File: src/rtl/loader_pkg.sv
// loader_pkg -- shared types and constants for the UART instruction-memory loader.
//   ld_state_e     : loader FSM states
//   rx_state_e     : UART receiver states
//   BYTES_PER_WORD : data bytes per instruction word
//   LEN_BYTES      : bytes in the little-endian word-count header
package loader_pkg;

    typedef enum logic [2:0] {
        LEN_LO,
        LEN_HI,
        DATA,
        CHECK,
        DONE,
        ERROR
    } ld_state_e;

    typedef enum logic [1:0] {
        RX_IDLE,
        RX_START,
        RX_DATA,
        RX_STOP
    } rx_state_e;

    localparam int BYTES_PER_WORD = 4;
    localparam int LEN_BYTES      = 2;

endpackage

File: src/rtl/uart_rx.sv
// uart_rx -- 8N1 UART receiver with an input synchronizer.
//   clk, rst   : system clock, synchronous active-high reset
//   rx_i       : asynchronous serial line, idle high
//   byte_valid : 1-cycle pulse when a byte arrives with a good stop bit
//   byte_data  : received byte, valid with byte_valid
//   frame_err  : 1-cycle pulse when the stop bit is sampled low
module uart_rx
    import loader_pkg::*;
#(
    parameter int CLKS_PER_BIT = 434
) (
    input  logic       clk,
    input  logic       rst,
    input  logic       rx_i,
    output logic       byte_valid,
    output logic [7:0] byte_data,
    output logic       frame_err
);

    localparam int CNT_W = $clog2(CLKS_PER_BIT + 1);
    localparam logic [CNT_W-1:0] HALF = CNT_W'(CLKS_PER_BIT / 2);
    localparam logic [CNT_W-1:0] LAST = CNT_W'(CLKS_PER_BIT - 1);

    rx_state_e        state_q, state_d;
    logic             rx_meta_q, rx_meta_d;
    logic             rx_sync_q, rx_sync_d;
    logic             rx_prev_q, rx_prev_d;
    logic [CNT_W-1:0] cnt_q, cnt_d;
    logic [2:0]       bit_q, bit_d;
    logic [7:0]       shift_q, shift_d;
    logic             valid_q, valid_d;
    logic [7:0]       data_q, data_d;
    logic             ferr_q, ferr_d;

    always_comb begin
        state_d   = state_q;
        rx_meta_d = rx_i;
        rx_sync_d = rx_meta_q;
        rx_prev_d = rx_sync_q;
        cnt_d     = cnt_q;
        bit_d     = bit_q;
        shift_d   = shift_q;
        valid_d   = 1'b0;
        data_d    = data_q;
        ferr_d    = 1'b0;
        case (state_q)
            RX_IDLE: begin
                // Only a real high-to-low edge starts a frame, so a line held
                // low after a framing error does not retrigger.
                if (rx_prev_q && !rx_sync_q) begin
                    state_d = RX_START;
                    cnt_d   = '0;
                end
            end
            RX_START: begin
                if (cnt_q == HALF) begin
                    cnt_d   = '0;
                    bit_d   = '0;
                    // Short glitches are high again by mid-bit: drop them.
                    state_d = rx_sync_q ? RX_IDLE : RX_DATA;
                end else begin
                    cnt_d = cnt_q + 1'b1;
                end
            end
            RX_DATA: begin
                if (cnt_q == LAST) begin
                    cnt_d   = '0;
                    shift_d = {rx_sync_q, shift_q[7:1]};
                    if (bit_q == 3'd7) state_d = RX_STOP;
                    else               bit_d   = bit_q + 1'b1;
                end else begin
                    cnt_d = cnt_q + 1'b1;
                end
            end
            RX_STOP: begin
                if (cnt_q == LAST) begin
                    cnt_d   = '0;
                    state_d = RX_IDLE;
                    if (rx_sync_q) begin
                        valid_d = 1'b1;
                        data_d  = shift_q;
                    end else begin
                        ferr_d  = 1'b1;
                    end
                end else begin
                    cnt_d = cnt_q + 1'b1;
                end
            end
            default: state_d = RX_IDLE;
        endcase
    end

    always_ff @(posedge clk) begin
        if (rst) begin
            state_q   <= RX_IDLE;
            rx_meta_q <= 1'b1;
            rx_sync_q <= 1'b1;
            rx_prev_q <= 1'b1;
            cnt_q     <= '0;
            bit_q     <= '0;
            shift_q   <= '0;
            valid_q   <= 1'b0;
            data_q    <= '0;
            ferr_q    <= 1'b0;
        end else begin
            state_q   <= state_d;
            rx_meta_q <= rx_meta_d;
            rx_sync_q <= rx_sync_d;
            rx_prev_q <= rx_prev_d;
            cnt_q     <= cnt_d;
            bit_q     <= bit_d;
            shift_q   <= shift_d;
            valid_q   <= valid_d;
            data_q    <= data_d;
            ferr_q    <= ferr_d;
        end
    end

    assign byte_valid = valid_q;
    assign byte_data  = data_q;
    assign frame_err  = ferr_q;

endmodule

File: src/rtl/uart_imem_loader.sv
// uart_imem_loader -- loads a program image from a UART into instruction memory
// and holds the core in reset until the load completes.
//   clk, rst   : system clock, synchronous active-high reset
//   rx_i       : asynchronous UART line, idle high
//   imem_we    : 1-cycle write strobe per word
//   imem_addr  : word address of the write
//   imem_wdata : instruction word
//   core_rst   : core reset, low only once the image is loaded
//   load_done  : image loaded, core released
//   load_err   : load aborted (oversize count, framing error, bad checksum)
// Image: 16-bit LE word count N, then N 32-bit LE words.
// Optional macro LOADER_CHECKSUM_EN: a trailing byte equal to the XOR of all
// data bytes is required before the core is released.
module uart_imem_loader
    import loader_pkg::*;
#(
    parameter int CLK_HZ = 50000000,
    parameter int BAUD   = 115200,
    parameter int ADDR_W = 10
) (
    input  logic              clk,
    input  logic              rst,
    input  logic              rx_i,
    output logic              imem_we,
    output logic [ADDR_W-1:0] imem_addr,
    output logic [31:0]       imem_wdata,
    output logic              core_rst,
    output logic              load_done,
    output logic              load_err
);

    localparam int          CLKS_PER_BIT = CLK_HZ / BAUD;
    localparam logic [31:0] MAX_WORDS    = 32'd1 << ADDR_W;
    localparam int          BCNT_W       = $clog2(BYTES_PER_WORD);

    logic       byte_valid;
    logic [7:0] byte_data;
    logic       frame_err;

    uart_rx #(.CLKS_PER_BIT(CLKS_PER_BIT)) u_rx (
        .clk        (clk),
        .rst        (rst),
        .rx_i       (rx_i),
        .byte_valid (byte_valid),
        .byte_data  (byte_data),
        .frame_err  (frame_err)
    );

    ld_state_e         state_q, state_d;
    logic [7:0]        len_lo_q, len_lo_d;
    logic [15:0]       len_q, len_d;
    logic [BCNT_W-1:0] bcnt_q, bcnt_d;
    logic [23:0]       buf_q, buf_d;
    logic [ADDR_W:0]   wcnt_q, wcnt_d;     // one extra bit: counts up to 2**ADDR_W
    logic              we_q, we_d;
    logic [ADDR_W-1:0] addr_q, addr_d;
    logic [31:0]       wdata_q, wdata_d;
    logic              core_rst_q, core_rst_d;
    logic              done_q, done_d;
    logic              err_q, err_d;
`ifdef LOADER_CHECKSUM_EN
    logic [7:0]        csum_q, csum_d;
`endif

    logic [15:0]       n_len;

    always_comb begin
        state_d  = state_q;
        len_lo_d = len_lo_q;
        len_d    = len_q;
        bcnt_d   = bcnt_q;
        buf_d    = buf_q;
        wcnt_d   = wcnt_q;
        we_d     = 1'b0;
        addr_d   = addr_q;
        wdata_d  = wdata_q;
        n_len    = {byte_data, len_lo_q};
`ifdef LOADER_CHECKSUM_EN
        csum_d   = csum_q;
`endif
        if (frame_err && state_q != DONE && state_q != ERROR) begin
            state_d = ERROR;
        end else begin
            case (state_q)
                LEN_LO: begin
                    if (byte_valid) begin
                        len_lo_d = byte_data;
                        state_d  = LEN_HI;
                    end
                end
                LEN_HI: begin
                    if (byte_valid) begin
                        len_d = n_len;
                        // The limit guarantees the write address never wraps.
                        if (32'(n_len) > MAX_WORDS) state_d = ERROR;
                        else if (n_len == 16'd0)     state_d = CHECK;
                        else                         state_d = DATA;
                    end
                end
                DATA: begin
                    if (byte_valid) begin
`ifdef LOADER_CHECKSUM_EN
                        csum_d = csum_q ^ byte_data;
`endif
                        if (bcnt_q == BCNT_W'(BYTES_PER_WORD - 1)) begin
                            we_d    = 1'b1;
                            wdata_d = {byte_data, buf_q};
                            addr_d  = wcnt_q[ADDR_W-1:0];
                            wcnt_d  = wcnt_q + 1'b1;
                            bcnt_d  = '0;
                            if (32'(wcnt_q) + 32'd1 == 32'(len_q)) state_d = CHECK;
                        end else begin
                            // Bytes arrive LSB first: shift in from the top.
                            buf_d  = {byte_data, buf_q[23:8]};
                            bcnt_d = bcnt_q + 1'b1;
                        end
                    end
                end
                CHECK: begin
`ifdef LOADER_CHECKSUM_EN
                    if (byte_valid) state_d = (byte_data == csum_q) ? DONE : ERROR;
`else
                    state_d = DONE;
`endif
                end
                default: ;  // DONE and ERROR ignore all traffic
            endcase
        end
        // Outputs decoded from the next state so they are registered and
        // core_rst drops the cycle after the final write strobe.
        core_rst_d = (state_d != DONE);
        done_d     = (state_d == DONE);
        err_d      = (state_d == ERROR);
    end

    always_ff @(posedge clk) begin
        if (rst) begin
            state_q    <= LEN_LO;
            len_lo_q   <= '0;
            len_q      <= '0;
            bcnt_q     <= '0;
            buf_q      <= '0;
            wcnt_q     <= '0;
            we_q       <= 1'b0;
            addr_q     <= '0;
            wdata_q    <= '0;
            core_rst_q <= 1'b1;
            done_q     <= 1'b0;
            err_q      <= 1'b0;
`ifdef LOADER_CHECKSUM_EN
            csum_q     <= '0;
`endif
        end else begin
            state_q    <= state_d;
            len_lo_q   <= len_lo_d;
            len_q      <= len_d;
            bcnt_q     <= bcnt_d;
            buf_q      <= buf_d;
            wcnt_q     <= wcnt_d;
            we_q       <= we_d;
            addr_q     <= addr_d;
            wdata_q    <= wdata_d;
            core_rst_q <= core_rst_d;
            done_q     <= done_d;
            err_q      <= err_d;
`ifdef LOADER_CHECKSUM_EN
            csum_q     <= csum_d;
`endif
        end
    end

    assign imem_we    = we_q;
    assign imem_addr  = addr_q;
    assign imem_wdata = wdata_q;
    assign core_rst   = core_rst_q;
    assign load_done  = done_q;
    assign load_err   = err_q;

endmodule
File: config.mk
export PLATFORM = sky130hd
export DESIGN_NAME = uart_imem_loader
export DESIGN_NICKNAME = d
export VERILOG_FILES = /design/src/rtl/loader_pkg.sv /design/src/rtl/uart_rx.sv /design/src/rtl/uart_imem_loader.sv
export SDC_FILE = /design/constraint.sdc
export NUM_CORES = 1
export LEC_CHECK = 0
export CORE_ASPECT_RATIO = 1.2
export CORE_MARGIN = 3
export CORE_UTILIZATION = 57
export CTS_BUF_LIST = sky130_fd_sc_hd__clkbuf_16
export DETAILED_ROUTE_END_ITERATION = 12
export GPL_TIMING_DRIVEN = 1
export MAX_ROUTING_LAYER = met4
export PLACE_DENSITY = 0.79
export SLEW_MARGIN = 20
export SYNTH_ARGS = -nofsm -noshare
export SYNTH_HDL_FRONTEND = slang
export SYNTH_SLANG_ARGS = --single-unit
File: constraint.sdc
create_clock -name clk -period 2.33 [get_ports clk]
set_input_delay 0.5825 -clock clk [delete_from_list [all_inputs] [get_ports clk]]
set_output_delay 0.5825 -clock clk [all_outputs]
set_load 0.02 [all_outputs]
After elaboration in Yosys (flattened, before gate mapping). Cells that the tools add are included.

Equality and inequality tests: 22. Add/subtract/negate cells: 5. $lt $le $gt $ge: 1. Bitwise gates (word level): 6. Muxes and demuxes: 28. Reduce and logical (&&, ||, !) cells: 20.

Operator list (count): $mux W3 (10); $mux W9 (3); $pmux W9 S3 (1); $eq A12 B16 Y1 (1); $gt A16 B11 Y1 const B (1); $logic_not A16 Y1 (1); $mux W2 (7); $add A11 B1 Y12 const B (1); $pmux W3 S4 (1); $reduce_and A3 Y1 (4); $reduce_and A4 Y1 (3); $add A11 B1 Y11 const B (1); $ne A2 B1 Y1 const B (5); $add A9 B1 Y9 const B (1); $eq A3 B3 Y1 const B (3); $eq A9 B8 Y1 const B (1); $eq A9 B9 Y1 const B (1); $ne A3 B3 Y1 const B (3); $pmux W2 S4 (1); $eq A2 B2 Y1 const B (3); $eq A3 B2 Y1 const B (2); $not A1 Y1 (6); $pmux W3 S2 (1); $reduce_and A5 Y1 (1); other kinds (15) (20).

Bits in registers: 145. Input port bits: 3.

Logic depth before layout (Yosys ltp).
Depth after elaboration: 8. Gate-level depth with buffers: 9.

By module. A second synthesis with hierarchy kept.

Cells, all modules: 706. Area total of the unflattened synthesis: 5916.9 sq um.

Modules (own cells, without submodules): uart_imem_loader (cells an instance 539, area each 4386.7 sq um, seq. area each 2202.1 sq um, times used 1); uart_rx (cells an instance 167, area each 1530.2 sq um, seq. area each 700.7 sq um, times used 1).

Worst setup path after synthesis. Ideal clock, no wire load.

Kind: flip-flop to flip-flop. Start: register wcnt_q[1]. End: register state_q[0]. Stages on the path, launching flop included: 9. Buffers on the path: 1. Clock period less this slack: 1.989 ns. Library setup time: 0.130 ns. Arrival: 1.860 ns. Setup slack: 0.341 ns. Path through: dfxtp_1 > ha_1 > clkbuf_1 > a21oi_1 > or4b_2 > o211ai_1 > a31oi_1 > nand4_1 > o22ai_1.

Word-level cells in the longest chain between the ends: 7.

Ends and longest elaborated chain: start, declared (RTL line uart_imem_loader.sv:54) `logic [ADDR_W:0] wcnt_q, wcnt_d;`; start signal, assigned (RTL line uart_imem_loader.sv:159) `wcnt_q <= wcnt_d;`; $add A11 B1 Y12 (RTL line uart_imem_loader.sv:111) `if (32'(wcnt_q) + 32'd1 == 32'(len_q)) state_d = CHECK;`; $eq A12 B16 Y1 (RTL line uart_imem_loader.sv:111); $mux W3 (RTL line uart_imem_loader.sv:111); $mux W3 (RTL line uart_imem_loader.sv:105) `if (bcnt_q == BCNT_W'(BYTES_PER_WORD - 1)) begin`; $mux W3 (RTL line uart_imem_loader.sv:101) `if (byte_valid) begin`; $pmux W3 S4 (RTL line uart_imem_loader.sv:84) `case (state_q)`; $mux W3 (RTL line uart_imem_loader.sv:81) `if (frame_err && state_q != DONE && state_q != ERROR) begin`; end signal, assigned (RTL line uart_imem_loader.sv:154) `state_q <= state_d;`; end, declared (RTL line uart_imem_loader.sv:49) `ld_state_e state_q, state_d;`.

No other way between the ends. A chain may end at the register's enable or synchronous reset.

Worst setup path in the final report.
Start: register state_q[1]. End: register wdata_q[13], in the netlist imem_wdata[13].

Word-level cells in the longest chain between the ends: 5.

Ends and longest elaborated chain: $ne A3 B3 Y1 (RTL line uart_imem_loader.sv:81); $logic_and A1 B1 Y1 (2 in series) (RTL line uart_imem_loader.sv:81); $not A1 Y1 (no source line); $reduce_and A4 Y1 (no source line) *; end signal, assigned (RTL line uart_imem_loader.sv:162) `wdata_q <= wdata_d;`; end, declared (RTL line uart_imem_loader.sv:57) `logic [31:0] wdata_q, wdata_d;`.

Mark *: on every way between the ends. The rest lies on a longest branch, timed or not.

==> summary.txt <==
Status
  • Status: complete, no violations

Critical path
  • Delay of the slowest critical-path stage: approximately 0.56 ns
  • Crit path launch: state_q[1]
  • CP required: ~2.7 ns
  • Slowest-stage cell, CP: or4_4
  • Arrival time worst endpoint: ~2.5 ns
  • CP max FO: 17
  • Worst Setup End Kind: flop
  • Critical path launch point type: flop
  • CP Cell Sequence: inv_2 > or4_4 > nor2_2 > buf_4 > nand2_1 > a21oi_1
  • R2r startpoint: state_q[1]
  • Crit Path Class: reg -> reg

Clock network
  • CTS clock-pin slew for the worst setup and hold paths: roughly 0.060 ns
  • # hold bufs at CTS: 0
  • Num CTS Buffers: 17
  • Post-CTS Setup Inserts: 0
  • Clk buf depth: 2
  • CTS resizes: 0
  • Clk Latency, worst-skew pair: about 0.42 ns
  • Clock tree root driver cell: clkbuf_16
  • Sink Count: about 150
  • TritonCTS clock tree: done
  • CTS H-tree lvls: 4

Power
  • Net Sw Frac: 21.54%
  • Overall Power: ~0.0054 W
  • Clock share of power: just over 50%
  • P_leak: approximately 2.6 nW
  • Psw: 0.001155 W
  • Max VDD drop: about 0.47 mV
  • Internal power: about 0.0042 W
  • Combinational fraction of design power: between 1.5 and 2%
  • Seq pwr share: between 40% and 50%
  • Pwr Density: 753.4 mW/mm^2

Global routing
  • Grt ovf: 0
  • Vias in the first global route: 4631
  • Gr usage total: between 20% and 30%
  • Pin count of the biggest net entering global routing: 68
  • Initial antenna violation count: 0
  • First-pass GRT wire length: around 22 mm

Detailed routing
  • Vias: 4856
  • DRC: 0
  • Routed len/inst: around 15 um
  • Vias per cell: about 5.6
  • Number of DRC markers in iteration 0: ~240
  • First-pass iteration count of the detailed router: 4
  • Final WL: about 13 mm
  • Post-DRT Antenna Nets: 0

Floorplan
  • Die area: roughly 0.012 sq mm
  • Starting Density: between 50% and 60%
  • Die Y: between 100 and 150 um
  • I/O pins: slightly below 50
  • Die width: about 98 um
  • Core area: around 0.0098 sq mm
  • Core Rows: 39

STA
  • Setup TNS: 0 ns
  • Period utilization: between 90% and 100%
  • Slew @ Worst Pin: 0.6978 ns
  • Min Clock Period, post-route: between 2 and 2.5 ns
  • FMAX: about 470 MHz
  • Final WS setup: roughly 0.20 ns
  • RSZ-0062 raised after global routing: no
  • Final setup viols: 0
  • Worst Skew: approximately 0.0067 ns
  • Slew Viols, Final: 0
  • Hold Violations, Final: 0
  • Worst rel slew slack: 53.48%

Logic synthesis
  • Commonest cells in the netlist: nand2_1 (150), dfxtp_1 (145), a21oi_1 (85)
  • Yosys cell types: a little over 50
  • Post-synth top area share: 49.63%
  • Ys async rst share: 0%
  • Synthesized area: 0.005849 sq mm
  • Synth top area cells: dfxtp_1 (50%), nand2_1 (9.6%), a21oi_1 (7.3%)
  • Number of flops mapped to enable cells by yosys: 0
  • Synthesized flop and latch total: ~150
  • Seq/Total Area, Yosys: roughly half
  • Dominant synthesized flop cell: dfxtp_1
  • Ys Warns: 0
  • Synth Net Count: about 700
  • Yosys top cell by area: dfxtp_1
  • Average cell area after synthesis: about 8.5 sq um
  • Mapped Cells: just under 700
  • Most common cell in the netlist: nand2_1

Final layout
  • Share of cells above drive strength 1: under 10%
  • ANT cells: 0
  • Nets: approximately 740
  • Area grow syn2layout: 21.60%

Place
  • Final GP Congestion: around 0.9
  • Pre-CTS setup slack: approximately 0.25 ns
  • Port bufs: 48
  • Hpwl dp: between 8 and 9 mm

Worst hold path
  • Worst hold start: u_rx.rx_meta_q
  • Class of the worst hold path: reg -> reg

Job
  • Maxcap violations: 0
-- per-layer routing --
metal	vias up	global-route usage [%]	part of all wire (%)
met5	-	-	0
met4	0	9.016	1.5
met3	21	5.750	3.7
met2	98	41.99	52
met1	2318	26.75	43
li1	2419	-	-
-- power by group through the flow --
| stage | clock, W | sequential [W] | combinational [W] |
|---|---|---|---|
| 6_report | 0.00278 | 0.00249 | 0.0000904 |
| 3_5_place_dp | 0 | 0.00255 | 0.0000895 |
| 5_1_grt | 0.00290 | 0.00249 | 0.000101 |
| 2_1_floorplan | 0 | 0.00254 | 0.0000698 |
| 4_1_cts | 0.00280 | 0.00249 | 0.0000900 |
| 3_3_place_gp | 0 | 0.00255 | 0.0000876 |
-- cell families (layout without fill, tap and decap cells) --
| family | Yosys count | in the layout | share of synthesized area [%] |
|---|---|---|---|
| XOR/XNOR | 24 | 24 | 3.594 |
| AND/OR/NAND/NOR | 291 | 291 | 22.10 |
| buffers and inverters | 52 | 113 | 4.000 |
| adder cells (fa/ha/maj) | 6 | 6 | 1.283 |
| flip-flops | 145 | 145 | 49.63 |
| multiplexers | 43 | 43 | 7.380 |
| AO/OA/AOI/OAI | 126 | 126 | 12.02 |
-- area by class of cell --
cell class	count	area, sq um
Clock buffer	17	425.4
Clock inverter	15	181.4
Fill cell	741	2646
Inverter	6	22.52
Multi-Input combinational cell	490	2721
Sequential cell	145	2903
Tap cell	123	153.9
Timing Repair Buffer	75	705.7
-- worst max-delay path: cells and delay by family (launching register included) --
kind / cells / cell delay [ns]
and+or+nand+nor: 3 / 1.09
buffers and inverters: 2 / 0.41
DFF: 1 / 0.39
AOI/OAI and AO/OA: 1 / 0.16
-- state kept, by name, summed over array words and instances (netlist names), 2 cells and up, named ones only --
| register | flops |
|---|---|
| u_rx.bit_q | 3 |
| bcnt_q | 2 |
| imem_addr | 10 |
| len_lo_q | 8 |
| u_rx.cnt_q | 9 |
| u_rx.byte_data | 8 |
| len_q | 16 |
| imem_wdata | 32 |
| wcnt_q | 11 |
| u_rx.shift_q | 8 |
| state_q | 3 |
| buf_q | 24 |
-- per-stage QoR --
step	hold WS, ns	std cells	util (%)	instance area [sq um]
after floorplan	0.3895	687	-	5849
after global routing	0.4409	871	72.88	7113
final	0.4149	871	72.88	7113
after detailed placement	0.4067	839	66.67	6506
after global placement	0.3923	839	66.67	6506
after CTS	0.4204	871	72.88	7113
-- cells in the final DEF, fill, tap and decap left out, drive strengths merged, types with 5 or more instances in the layout --
| cell type | instances |
|---|---|
| a21oi | 85 |
| buf | 28 |
| clkbuf | 17 |
| clkdlybuf4s50 | 47 |
| clkinvlp | 5 |
| dfxtp | 145 |
| ha | 6 |
| inv | 12 |
| mux2i | 42 |
| nand2 | 150 |
| nand2b | 6 |
| nand3 | 9 |
| nand4 | 8 |
| nor2 | 73 |
| nor2b | 5 |
| nor3 | 9 |
| nor4 | 6 |
| o211ai | 5 |
| o21ai | 15 |
| xnor2 | 17 |
| xor2 | 7 |
-- final timing paths --
check	to	slack, ns	depth (start not counted)
max	imem_wdata[13]	0.20	6
min	u_rx.rx_prev_d	0.41	1
max reg2reg	imem_wdata[13]	0.20	6
min reg2reg	u_rx.rx_prev_d	0.41	1
(Power assumes the default switching activity.)
